File: src/rtl/tree_port_arbiter_if.sv
// Handshake bundle between the requesters, tree_port_arbiter and the downstream router port.
interface tree_port_arbiter_if #(
  parameter int WIDTH   = 34,
  parameter int NUM_REQ = 4
);
  localparam int SRC_W = $clog2(NUM_REQ);

  logic [NUM_REQ-1:0]       in_valid;
  logic [NUM_REQ*WIDTH-1:0] in_data;
  logic [NUM_REQ-1:0]       in_ready;
  logic                     out_valid;
  logic [WIDTH-1:0]         out_data;
  logic [SRC_W-1:0]         out_src;
  logic                     out_ready;
  logic                     drop_pulse;

  modport slave (
    input  in_valid, in_data, out_ready,
    output in_ready, out_valid, out_data, out_src, drop_pulse
  );

  modport master (
    output in_valid, in_data, out_ready,
    input  in_ready, out_valid, out_data, out_src, drop_pulse
  );
endinterface

File: src/rtl/tree_port_arbiter.sv
// Round-robin N:1 packet arbiter with a single output register; dest==0 packets are dropped.
// Optional per-requester grant counters are enabled with macro TREE_ARB_GRANT_CNT_EN.
module tree_port_arbiter #(
  parameter int WIDTH_packet = 28,
  parameter int WIDTH_addr   = 3,
  parameter int WIDTH_dest   = 3,
  parameter int WIDTH        = WIDTH_packet + WIDTH_addr + WIDTH_dest,
  parameter int NUM_REQ      = 4
) (
  input  logic                  clk,
  input  logic                  rst,
`ifdef TREE_ARB_GRANT_CNT_EN
  output logic [NUM_REQ*16-1:0] grant_cnt,
`endif
  tree_port_arbiter_if.slave    bus
);
  localparam int PTR_W = $clog2(NUM_REQ);

  if (NUM_REQ < 2 || NUM_REQ > 8 ||
      WIDTH != WIDTH_packet + WIDTH_addr + WIDTH_dest) begin : g_param_check
    $error("tree_port_arbiter: inconsistent parameters");
  end

  typedef enum logic {EMPTY, FULL} state_e;

  state_e             state_q, state_d;
  logic [PTR_W-1:0]   rr_ptr_q, rr_ptr_d;
  logic [PTR_W-1:0]   out_src_q, out_src_d;
  logic [WIDTH-1:0]   out_data_q, out_data_d;
  logic               drop_q, drop_d;

  logic [PTR_W-1:0]   cand;
  logic [PTR_W-1:0]   grant_idx;
  logic               grant_found;
  logic [WIDTH-1:0]   grant_pkt;
  logic               accept;
  logic               is_drop;
  logic               load;
  logic [NUM_REQ-1:0] in_ready;

  // Round-robin search starting at rr_ptr; the first valid requester wins.
  always_comb begin
    cand        = '0;
    grant_idx   = '0;
    grant_found = 1'b0;
    for (int k = 0; k < NUM_REQ; k++) begin
      cand = PTR_W'((int'(rr_ptr_q) + k) % NUM_REQ);
      if (!grant_found && bus.in_valid[cand]) begin
        grant_found = 1'b1;
        grant_idx   = cand;
      end
    end
  end

  always_comb begin
    grant_pkt = '0;
    in_ready  = '0;
    accept    = !rst && grant_found && (state_q == EMPTY || bus.out_ready);
    for (int k = 0; k < NUM_REQ; k++) begin
      if (grant_idx == PTR_W'(k)) begin
        grant_pkt   = bus.in_data[k*WIDTH +: WIDTH];
        in_ready[k] = accept;
      end
    end
    is_drop = (grant_pkt[WIDTH_dest-1:0] == '0);
    load    = accept && !is_drop;
  end

  // Drain and reload may happen in the same cycle, so a load always wins over emptying.
  always_comb begin
    state_d    = state_q;
    rr_ptr_d   = rr_ptr_q;
    out_data_d = out_data_q;
    out_src_d  = out_src_q;
    drop_d     = accept && is_drop;
    if (accept) begin
      rr_ptr_d = (grant_idx == PTR_W'(NUM_REQ - 1)) ? '0 : grant_idx + 1'b1;
    end
    if (load) begin
      state_d    = FULL;
      out_data_d = grant_pkt;
      out_src_d  = grant_idx;
    end else if (state_q == FULL && bus.out_ready) begin
      state_d = EMPTY;
    end
  end

  always_ff @(posedge clk) begin
    if (rst) begin
      state_q    <= EMPTY;
      rr_ptr_q   <= '0;
      out_data_q <= '0;
      out_src_q  <= '0;
      drop_q     <= 1'b0;
    end else begin
      state_q    <= state_d;
      rr_ptr_q   <= rr_ptr_d;
      out_data_q <= out_data_d;
      out_src_q  <= out_src_d;
      drop_q     <= drop_d;
    end
  end

  assign bus.in_ready   = in_ready;
  assign bus.out_valid  = (state_q == FULL);
  assign bus.out_data   = out_data_q;
  assign bus.out_src    = out_src_q;
  assign bus.drop_pulse = drop_q;

`ifdef TREE_ARB_GRANT_CNT_EN
  logic [NUM_REQ-1:0][15:0] grant_cnt_q, grant_cnt_d;

  // Counts every accepted packet including drops, saturating at all-ones.
  always_comb begin
    grant_cnt_d = grant_cnt_q;
    for (int k = 0; k < NUM_REQ; k++) begin
      if (accept && grant_idx == PTR_W'(k) && grant_cnt_q[k] != 16'hFFFF) begin
        grant_cnt_d[k] = grant_cnt_q[k] + 16'd1;
      end
    end
  end

  always_ff @(posedge clk) begin
    if (rst) begin
      grant_cnt_q <= '0;
    end else begin
      grant_cnt_q <= grant_cnt_d;
    end
  end

  assign grant_cnt = grant_cnt_q;
`endif
endmodule

File: src/flat_wrapper.sv
// flat-port wrapper written by rule: the top's interface ports become plain ports
module tree_port_arbiter_flat 
#(
  parameter int WIDTH_packet = 28,
  parameter int WIDTH_addr   = 3,
  parameter int WIDTH_dest   = 3,
  parameter int WIDTH        = WIDTH_packet + WIDTH_addr + WIDTH_dest,
  parameter int NUM_REQ      = 4
)
  (clk, rst, bus_in_valid, bus_in_data, bus_out_ready, bus_in_ready, bus_out_valid, bus_out_data, bus_out_src, bus_drop_pulse);
  tree_port_arbiter_if #(.WIDTH(WIDTH), .NUM_REQ(NUM_REQ)) bus_i ();
  input  logic clk;
  input  logic rst;
  input wire logic [$bits(bus_i.in_valid)-1:0] bus_in_valid;
  input wire logic [$bits(bus_i.in_data)-1:0] bus_in_data;
  input wire logic [$bits(bus_i.out_ready)-1:0] bus_out_ready;
  output wire logic [$bits(bus_i.in_ready)-1:0] bus_in_ready;
  output wire logic [$bits(bus_i.out_valid)-1:0] bus_out_valid;
  output wire logic [$bits(bus_i.out_data)-1:0] bus_out_data;
  output wire logic [$bits(bus_i.out_src)-1:0] bus_out_src;
  output wire logic [$bits(bus_i.drop_pulse)-1:0] bus_drop_pulse;
  assign bus_i.in_valid = bus_in_valid;
  assign bus_i.in_data = bus_in_data;
  assign bus_i.out_ready = bus_out_ready;
  assign bus_in_ready = bus_i.in_ready;
  assign bus_out_valid = bus_i.out_valid;
  assign bus_out_data = bus_i.out_data;
  assign bus_out_src = bus_i.out_src;
  assign bus_drop_pulse = bus_i.drop_pulse;
  tree_port_arbiter #(.WIDTH_packet(WIDTH_packet), .WIDTH_addr(WIDTH_addr), .WIDTH_dest(WIDTH_dest), .WIDTH(WIDTH), .NUM_REQ(NUM_REQ)) u_core (.clk(clk), .rst(rst), .bus(bus_i));
endmodule
File: config.mk
export PLATFORM = sky130hd
export DESIGN_NAME = tree_port_arbiter_flat
export DESIGN_NICKNAME = d
export VERILOG_FILES = /design/src/rtl/tree_port_arbiter_if.sv /design/src/rtl/tree_port_arbiter.sv /design/src/flat_wrapper.sv
export SDC_FILE = /design/constraint.sdc
export NUM_CORES = 1
export LEC_CHECK = 0
export ABC_AREA = 0
export BUFFER_PORTS_ARGS = -buffer_cell sky130_fd_sc_hd__buf_4
export CAP_MARGIN = 15
export CORE_UTILIZATION = 35
export CTS_BUF_LIST = sky130_fd_sc_hd__clkbuf_8
export DETAILED_ROUTE_END_ITERATION = 8
export PLACE_DENSITY_LB_ADDON = 0.08
export SETUP_SLACK_MARGIN = 0.15
export SYNTH_ARGS = -nofsm -noshare
export SYNTH_HDL_FRONTEND = slang
export SYNTH_SLANG_ARGS = --single-unit
File: constraint.sdc
create_clock -name clk -period 6.7 [get_ports clk]
set_clock_uncertainty 0.05 [all_clocks]
set_input_delay 1.34 -clock clk [delete_from_list [all_inputs] [get_ports clk]]
set_output_delay 1.34 -clock clk [all_outputs]
set_load 0.01 [all_outputs]
==> results of run 1 <==
power breakdown:
part | leakage, nW | internal, W | switching [W]
clock | 0.0538 | 0.0000810 | 0.0000794
combinational | 1.36 | 0.000357 | 0.000367
sequential | 0.328 | 0.000300 | 0.0000302
total | 1.74 | 0.000738 | 0.000477
sequential cells by signal, indices dropped and copies added, names as in the netlist:
register	flops
u_core.bus.out_src	2
u_core.bus.out_data	34
u_core.bus.drop_pulse	1
u_core.bus.out_valid	1
u_core.rr_ptr_q	2
metrics by stage:
step                power (W)  cell area, µm²  hold slack [ns]  setup WS, ns
floorplan           0.0007999            2461           0.4424         2.467
global placement     0.001046            3851           0.4107         1.717
detailed placement   0.001051            3851           0.4177         1.649
CTS                  0.001216            3941           0.4280         1.708
global route         0.001313            3969           0.4533         1.538
finish               0.001215            3969           0.4286         1.740
per-layer routing:
| layer | vias up | part of all wire [%] | global-route usage, % |
|---|---|---|---|
| met5 | - | 0 | 0 |
| met4 | 0 | 0.59 | 3.939 |
| met3 | 4 | 7.0 | 5.197 |
| met2 | 120 | 53 | 41.53 |
| met1 | 1414 | 40 | 25.27 |
| li1 | 1507 | - | - |
logic make-up after synthesis:
family / Yosys count / synth area share, %
compound gates: 152 / 44.18
fa+ha+maj: 4 / 2.034
buf+inv: 43 / 7.219
flops: 40 / 32.54
mux: 1 / 0.4067
simple gates: 57 / 13.62
worst paths after layout:
kind,to,slack (ns),depth (start not counted)
worst max-delay path,bus_in_ready[3],1.74,9
worst min-delay path,u_core.bus.out_data[29],0.43,2
worst max register to register,u_core.bus.out_data[16],2.93,11
worst min register to register,u_core.bus.out_data[29],0.43,2
cell type report:
type                    instances  area [µm²]  share of cell area [%]
clock inverters                 2       7.507                  0.1892
repair buffers                191        1454                   36.63
flip-flops and latches         40       800.8                   20.18
well taps                      96       120.1                   3.026
multi-input cells             214        1485                   37.42
inverters                       5       18.77                  0.4729
clock buffers                   6       82.58                   2.081
critical path, delay by kind of cell:
family                     cells  cell delay [ns]
and+or+nand+nor                1             0.11
AOI/OAI and AO/OA              2             0.70
adders and majority gates      1             0.27
buffers and inverters          5             1.13
synthesized netlist by cell type, types with 3 or more instances:
library cell,number,share of area (%)
a221o_1,33,13
o221ai_1,31,11
nor2_1,4,0.61
or3_1,33,8.4
o21ai_1,10,2.0
o22a_1,3,1.1
clkbuf_1,32,4.9
dfxtp_1,40,33
inv_1,4,0.61
and2_1,4,1.0
nand2b_1,5,1.3
ha_1,4,2.0
a21oi_1,38,7.7
nand2_1,4,0.61
o21ai_0,29,5.9
==> results by stage, run 1 <==
Power and ir drop:
- The power density normalized to cell area is 306.1 nW/µm².
- The peak ir drop on the vdd network is 0.0001682 V.
- The reported leakage power is 1.737 nW.

Final layout:
- The growth of design area from synthesis to finish is 61.26%.
- The library cell used most frequently in the layout, excluding fill and tap cells, is buf_4.
- The layout net count is 604.
- The count of fill cells added during filler insertion is 635.
- Excluding fillers, the count of instances in the completed layout stands at 554.
- The share of layout cells above drive strength 1 is 43.67%.
- Leaving out fill and tap cells, the most frequent cells in the layout are buf_4, dfxtp_1, a21oi_1.
- The repair_antennas step left the layout with diodes totalling 0.
- Measured on the finished design, the core utilization comes to 58.42%.

Floorplan:
- The floorplan has 30 rows.
- The region available for standard cell placement spans 6794 µm².
- The boundary pin count is 185.
- The floorplan step defined a die boundary enclosing 7371 µm².
- Once the floorplan was initialized, standard cells occupied 36.22% of the core.
- The die is 85.86 µm tall.
- In this run the horizontal extent of the chip is 85.86 µm.

Synthesis:
- In this run, synthesis produced a sequential element count of 40.
- The instance count of the mapped netlist is 297.
- Counting flops with an async set or reset pin after synthesis yields a share of 0%.
- The top flip-flop cell by instance count after synthesis is dfxtp_1.
- Synthesis instantiated 34 different standard cells from the library.
- After synthesis, flip-flops and latches occupy 32.54% of the total area.
- The synthesized area per cell is 8.287 µm².
- The synthesized design contains 0 enable-type register cells.
- The cell area after technology mapping is 2461 µm².
- The number of nets produced by synthesis is 444.
- The Yosys step of the flow raised 0 warnings.

Timing:
- Timing would allow up to 201.6 MHz.
- The count of final hold-check violations was 0.
- Setup repair after global routing left no endpoint under its margin.
- The clock period could shrink to 4.960 ns.
- In the finished design, the share of the clock period the worst path needs comes to 74.03%.
- The tightest slew margin relative to the limit is 31.16%.
- At the pin with the least slew margin, the transition time is 1.033 ns.
- The max-slew violation count is 0.
- Setup violations remaining at the end of the flow were counted as 0.
- The total negative slack for setup checks is 0 ns.

Clocking:
- The clock insertion delay at the later pin of the skew report is 0.28 ns.
- CTS saw 40 sinks.
- In this run the number of H-tree levels came out at 2.
- TritonCTS built the clock tree.
- The clock root buffer is clkbuf_8.
- After clock tree synthesis, the clock-pin slew on the worst setup and hold paths is 0.07 ns.
- The number of gates resized after CTS is 0.
- The clock passes through at most 2 buffers.
- The clock buffer count from CTS is 5.
- The post-CTS setup buffer count is 0.
- The hold-fix buffer count after cts is 0.

Setup path:
- On the worst path, the slowest cell contributes a delay of 0.48 ns.
- The launching element type of the critical path is a primary input.
- The kind of critical path is in2out.
- Counting stages on the worst path, the most repeated cell is buf_4.
- The worst endpoint required time is 5.31 ns.
- The launching element of the worst setup path is bus_in_valid[3].
- Traced cell by cell, the critical path runs through buf_4 > inv_1 > a22o_1 > a211oi_1 > ha_1 > clkinv_1 > buf_4 > nor2_1 > buf_4.
- The origin of the critical flop-to-flop path is u_core.rr_ptr_q[0].
- The category of the worst setup path capture point is a primary output.
- The maximum fanout along the worst path is 20.
- For the worst setup path, the data arrival time is 3.57 ns.
- The slowest stage of the critical path is the a211oi_1 cell.

Global routing:
- For this run, the total global-route usage over all layers was measured as 21.97%.
- The number of antenna violations at the first check in global routing is 0.
- The pin count of the biggest net entering global routing is 72.
- The total overflow left after global routing is 0.
- The number of global-route vias before repair is 2743.
- The first global-routing pass estimated 13000 µm of wire.

Placement:
- The count of input and output buffers is 184.
- Counting tap cells, the placed design contains a total of 545 instances.
- The half-perimeter wire length after detailed placement is 6318 µm.
- The final weighted congestion in routability-driven placement is 0.8048.

Routing:
- The detailed router placed 3045 vias in this run.
- The number of search-and-repair iterations in the first detailed-routing pass is 4.
- After detailed routing, the average wire length per cell comes to 15.48 µm.
- The detailed router finished its first iteration with 90 violations.
- The wire length reported by the detailed router is 8578 µm.
- Once detail routing completed, the nets flagged for antenna violations numbered 0.
- After detailed routing, the number of remaining DRC violations is 0.
- Using the TritonRoute via totals, the vias-per-cell ratio works out to 5.496.

Job:
- The tool flagged a number of max-cap violations equal to 0.

Run status:
- The flow ran to the end, and the final reports show no timing, DRC or antenna violations.

Min path:
- The worst hold path startpoint is u_core.bus.out_data[29].
- The min-delay analysis places its worst path in the category reg2reg.
Note: power is estimated with default switching activity, not from simulation.
==> run 2, diff against run 1 <==
==> constraint.sdc (replaced) <==
create_clock -name clk -period 4.9 [get_ports clk]
set_clock_uncertainty 0.05 [all_clocks]
set_input_delay 0.98 -clock clk [delete_from_list [all_inputs] [get_ports clk]]
set_output_delay 0.98 -clock clk [all_outputs]
set_load 0.01 [all_outputs]
==> run 2 against run 1 <==
Against the previous run:
- sequential share of layout area unchanged
- largest power group unchanged
- worst hold slack got worse by 0.0013 ns
- register-to-register slack got worse by 1.4 ns
- clock power increased by 36%
- critical path type is now in2reg
==> results by stage, run 2 (synthesis gave the netlist of run 1 again) <==
Run status:
- The flow ran to the end, and the final reports show no timing, DRC or antenna violations.

Routing:
- The antenna violation net count after detailed routing is 0 (unchanged).
- The routed via count came to 3020 (-0.82%).
- The via density per instance was 5.441 (-1.0%).
- The average wire per standard cell is 15.82 µm (+2.2%).
- The wire length reported by the detailed router is 8780 µm (+2.4%).
- The DRC violation count after routing is 0 (unchanged).
- The number of design-rule violations left by the first detailed-router iteration came to 163 (+81%).
- The number of search-and-repair iterations in the first detailed-routing pass was 5 (+1).

Timing:
- The actual transition at the worst max-transition pin is 0.6113 ns (-0.4212 ns).
- The hold slack is 0.4273 ns (-0.001307 ns).
- Derived from the worst setup path, the maximum achievable clock frequency is 258.7 MHz.
- The count of final hold-check violations was 0 (unchanged).
- The number of endpoints failing setup at the final stage is 0 (unchanged).
- The max-slew violation count was 0 (unchanged).
- The final setup slack of the worst path came to 1.035 ns (-0.7053 ns).
- Dividing the final minimum period by the clock period gives 78.88%.
- The total negative slack for setup checks is 0 ns (unchanged).
- Setup repair after global routing left no endpoint under its margin.
- The tightest slew margin relative to the limit is 58.80% (+28 points).
- Counting I/O delays and the setup requirement, the final critical path takes 3.865 ns.

Power and ir drop:
- The peak ir drop on the vdd network is 0.0001846 V (+9.8%).
- The power density normalized to cell area is 420.1 nW/µm² (+37%).
- The reported leakage power came to 1.738 nW (about the same).

Clocking:
- TritonCTS built the clock tree.
- The clock buffer count from CTS is 5 (unchanged).
- The deepest level of the CTS H-tree is 2 (unchanged).
- The number of sinks handled by clock tree synthesis is 40 (unchanged).
- The clock insertion delay at the later pin of the skew report is 0.28 ns (about the same).
- The CTS clock-pin slew for the worst setup and hold paths is 0.07 ns (about the same).
- The number of buffers on the longest clock path came to 2 (unchanged).
- The post-CTS setup buffer count came to 0 (unchanged).
- The number of gates resized after CTS is 0 (unchanged).
- The hold-fix buffer count after cts is 0 (unchanged).
- CTS placed an instance of clkbuf_8 at the clock tree root.

Floorplan:
- The area of the placeable core came to 6794 µm² (unchanged).
- The placement row count was 30 (unchanged).
- The initial cell density of the core is 36.22% (unchanged).
- The boundary pin count came to 185 (unchanged).
- The area of the die is 7371 µm² (unchanged).
- The horizontal die dimension came to 85.86 µm (unchanged).
- The chip height is 85.86 µm (unchanged).

Final layout:
- The top cell types in the final layout, fill and taps aside, are buf_4, dfxtp_1, a21oi_1.
- The share of layout cells above drive strength 1 is 43.79% (+0.12 points).
- The count of fill cells added during filler insertion came to 656 (+3.3%).
- The leading cell type in the layout, fill and taps excluded is buf_4.
- The growth of design area from synthesis to finish is 61.26% (unchanged).
- The layout net count is 605 (+0.17%).
- The number of flip-flops in the largest register is 34 (unchanged).
- The count of antenna diodes in the layout is 0 (unchanged).
- The count of non-filler cells in the finished layout is 555 (+0.18%).

Min path:
- In this run the most critical hold path is launched from u_core.bus.out_data[28].
- The class of the most critical hold timing path is reg2reg.
- The path with the worst hold slack has its endpoint at u_core.bus.out_data[28].
- The number of cells on the worst hold path is 2 (unchanged).

Global routing:
- The number of antenna violations at the first check in global routing is 0 (unchanged).
- The number of global-route vias before repair came to 2793 (+1.8%).
- The wire length of the first global-routing pass was 13410 µm (+3.1%).
- The pin count of the biggest net entering global routing is 71 (-1.4%).
- The total global routing overflow is 0 (unchanged).
- The overall fraction of global-route tracks in use came to 22.63% (+0.66 points).

Setup path:
- The launching element type of the critical path is a primary input.
- The origin of the critical flop-to-flop path is u_core.rr_ptr_q[0].
- The endpoint of the lowest-slack register-to-register path is u_core.bus.out_data[9].
- The worst endpoint required time is 5.06 ns (-0.25 ns).
- The worst reg-to-reg setup slack is 1.51 ns (-1.42 ns).
- The maximum fanout along the worst path came to 69 (+250%).
- The critical path data arrival time is 4.02 ns (+0.45 ns).
- The category of the worst setup path capture point is a flip-flop.
- The kind of critical path is in2reg.
- The length in cells of the worst reg-to-reg path was 11 (unchanged).

Placement:
- The cell total after placement is 547 (+0.37%).
- The pre-CTS worst setup slack is 0.7861 ns (-0.8631 ns).
- The half-perimeter wire length after detailed placement came to 6244 µm (-1.2%).
- The final weighted congestion in routability-driven placement is 0.8211 (+2.0%).
- The count of input and output buffers is 184 (unchanged).

Job:
- The number of maximum-capacitance violations is 0 (unchanged).
run 2: cell count changes in the layout (fill, tap and decap cells not counted), sizes merged:
cell,previous run,this run
buf,191,192
run 2: final cells by class:
| type | count | area [µm²] | area share [%] |
|---|---|---|---|
| Multi-Input combinational cell | 214 | 1485 | 37.42 |
| Timing Repair Buffer | 192 | 1454 | 36.63 |
| Sequential cell | 40 | 800.8 | 20.18 |
| Tap cell | 96 | 120.1 | 3.026 |
| Clock buffer | 6 | 82.58 | 2.081 |
| Inverter | 5 | 18.77 | 0.4729 |
| Clock inverter | 2 | 7.507 | 0.1892 |
run 2: worst max-delay path, cell delays in order:
cell and delay [ns]:
buf_4 0.09, inv_1 0.05, a22o_1 0.22, a211oi_1 0.43
inv_1 0.15, ha_1 0.27, or2_1 0.33, a221o_1 0.34
a222oi_1 0.52, buf_12 0.31, o21ai_0 0.13, a21oi_1 0.18
run 2: per-stage QoR:
stage	area, µm²	power [W]	utilization (%)
after CTS	3969	0.001678	58.42
after global placement	3879	0.001448	57.09
after detailed placement	3879	0.001459	57.09
final	3969	0.001667	58.42
after global routing	3969	0.001801	58.42
after floorplan	2461	0.001094	-
run 2: worst max-delay path by stage:
stage / start / slack (ns) / to / depth (start not counted)
floorplan: bus_in_valid[3] / 1.03 / u_core.bus.out_data[27] / 13
global placement: bus_in_valid[3] / 0.89 / u_core.bus.out_data[16] / 12
detailed placement: bus_in_valid[3] / 0.79 / u_core.bus.out_data[9] / 12
CTS: bus_in_valid[3] / 1.09 / u_core.bus.out_data[9] / 12
global route: bus_in_valid[3] / 0.82 / u_core.bus.out_data[11] / 12
finish: bus_in_valid[3] / 1.03 / u_core.bus.out_data[9] / 12
run 2: power by group:
group | leakage [nW] | total (W) | switching (W) | internal [W]
Combinational | 1.36 | 0.000997 | 0.000511 | 0.000485
Sequential | 0.328 | 0.000454 | 0.0000431 | 0.000410
Clock | 0.0538 | 0.000217 | 0.000107 | 0.000111
run 2: metal layers:
layer / global-route usage [%] / up-vias / part of all wire [%]
met2: 40.87 / 129 / 50
met1: 27.37 / 1375 / 42
met5: 0 / - / 0
met3: 5.294 / 9 / 6.7
met4: 4.697 / 0 / 1.0
li1: - / 1507 / -
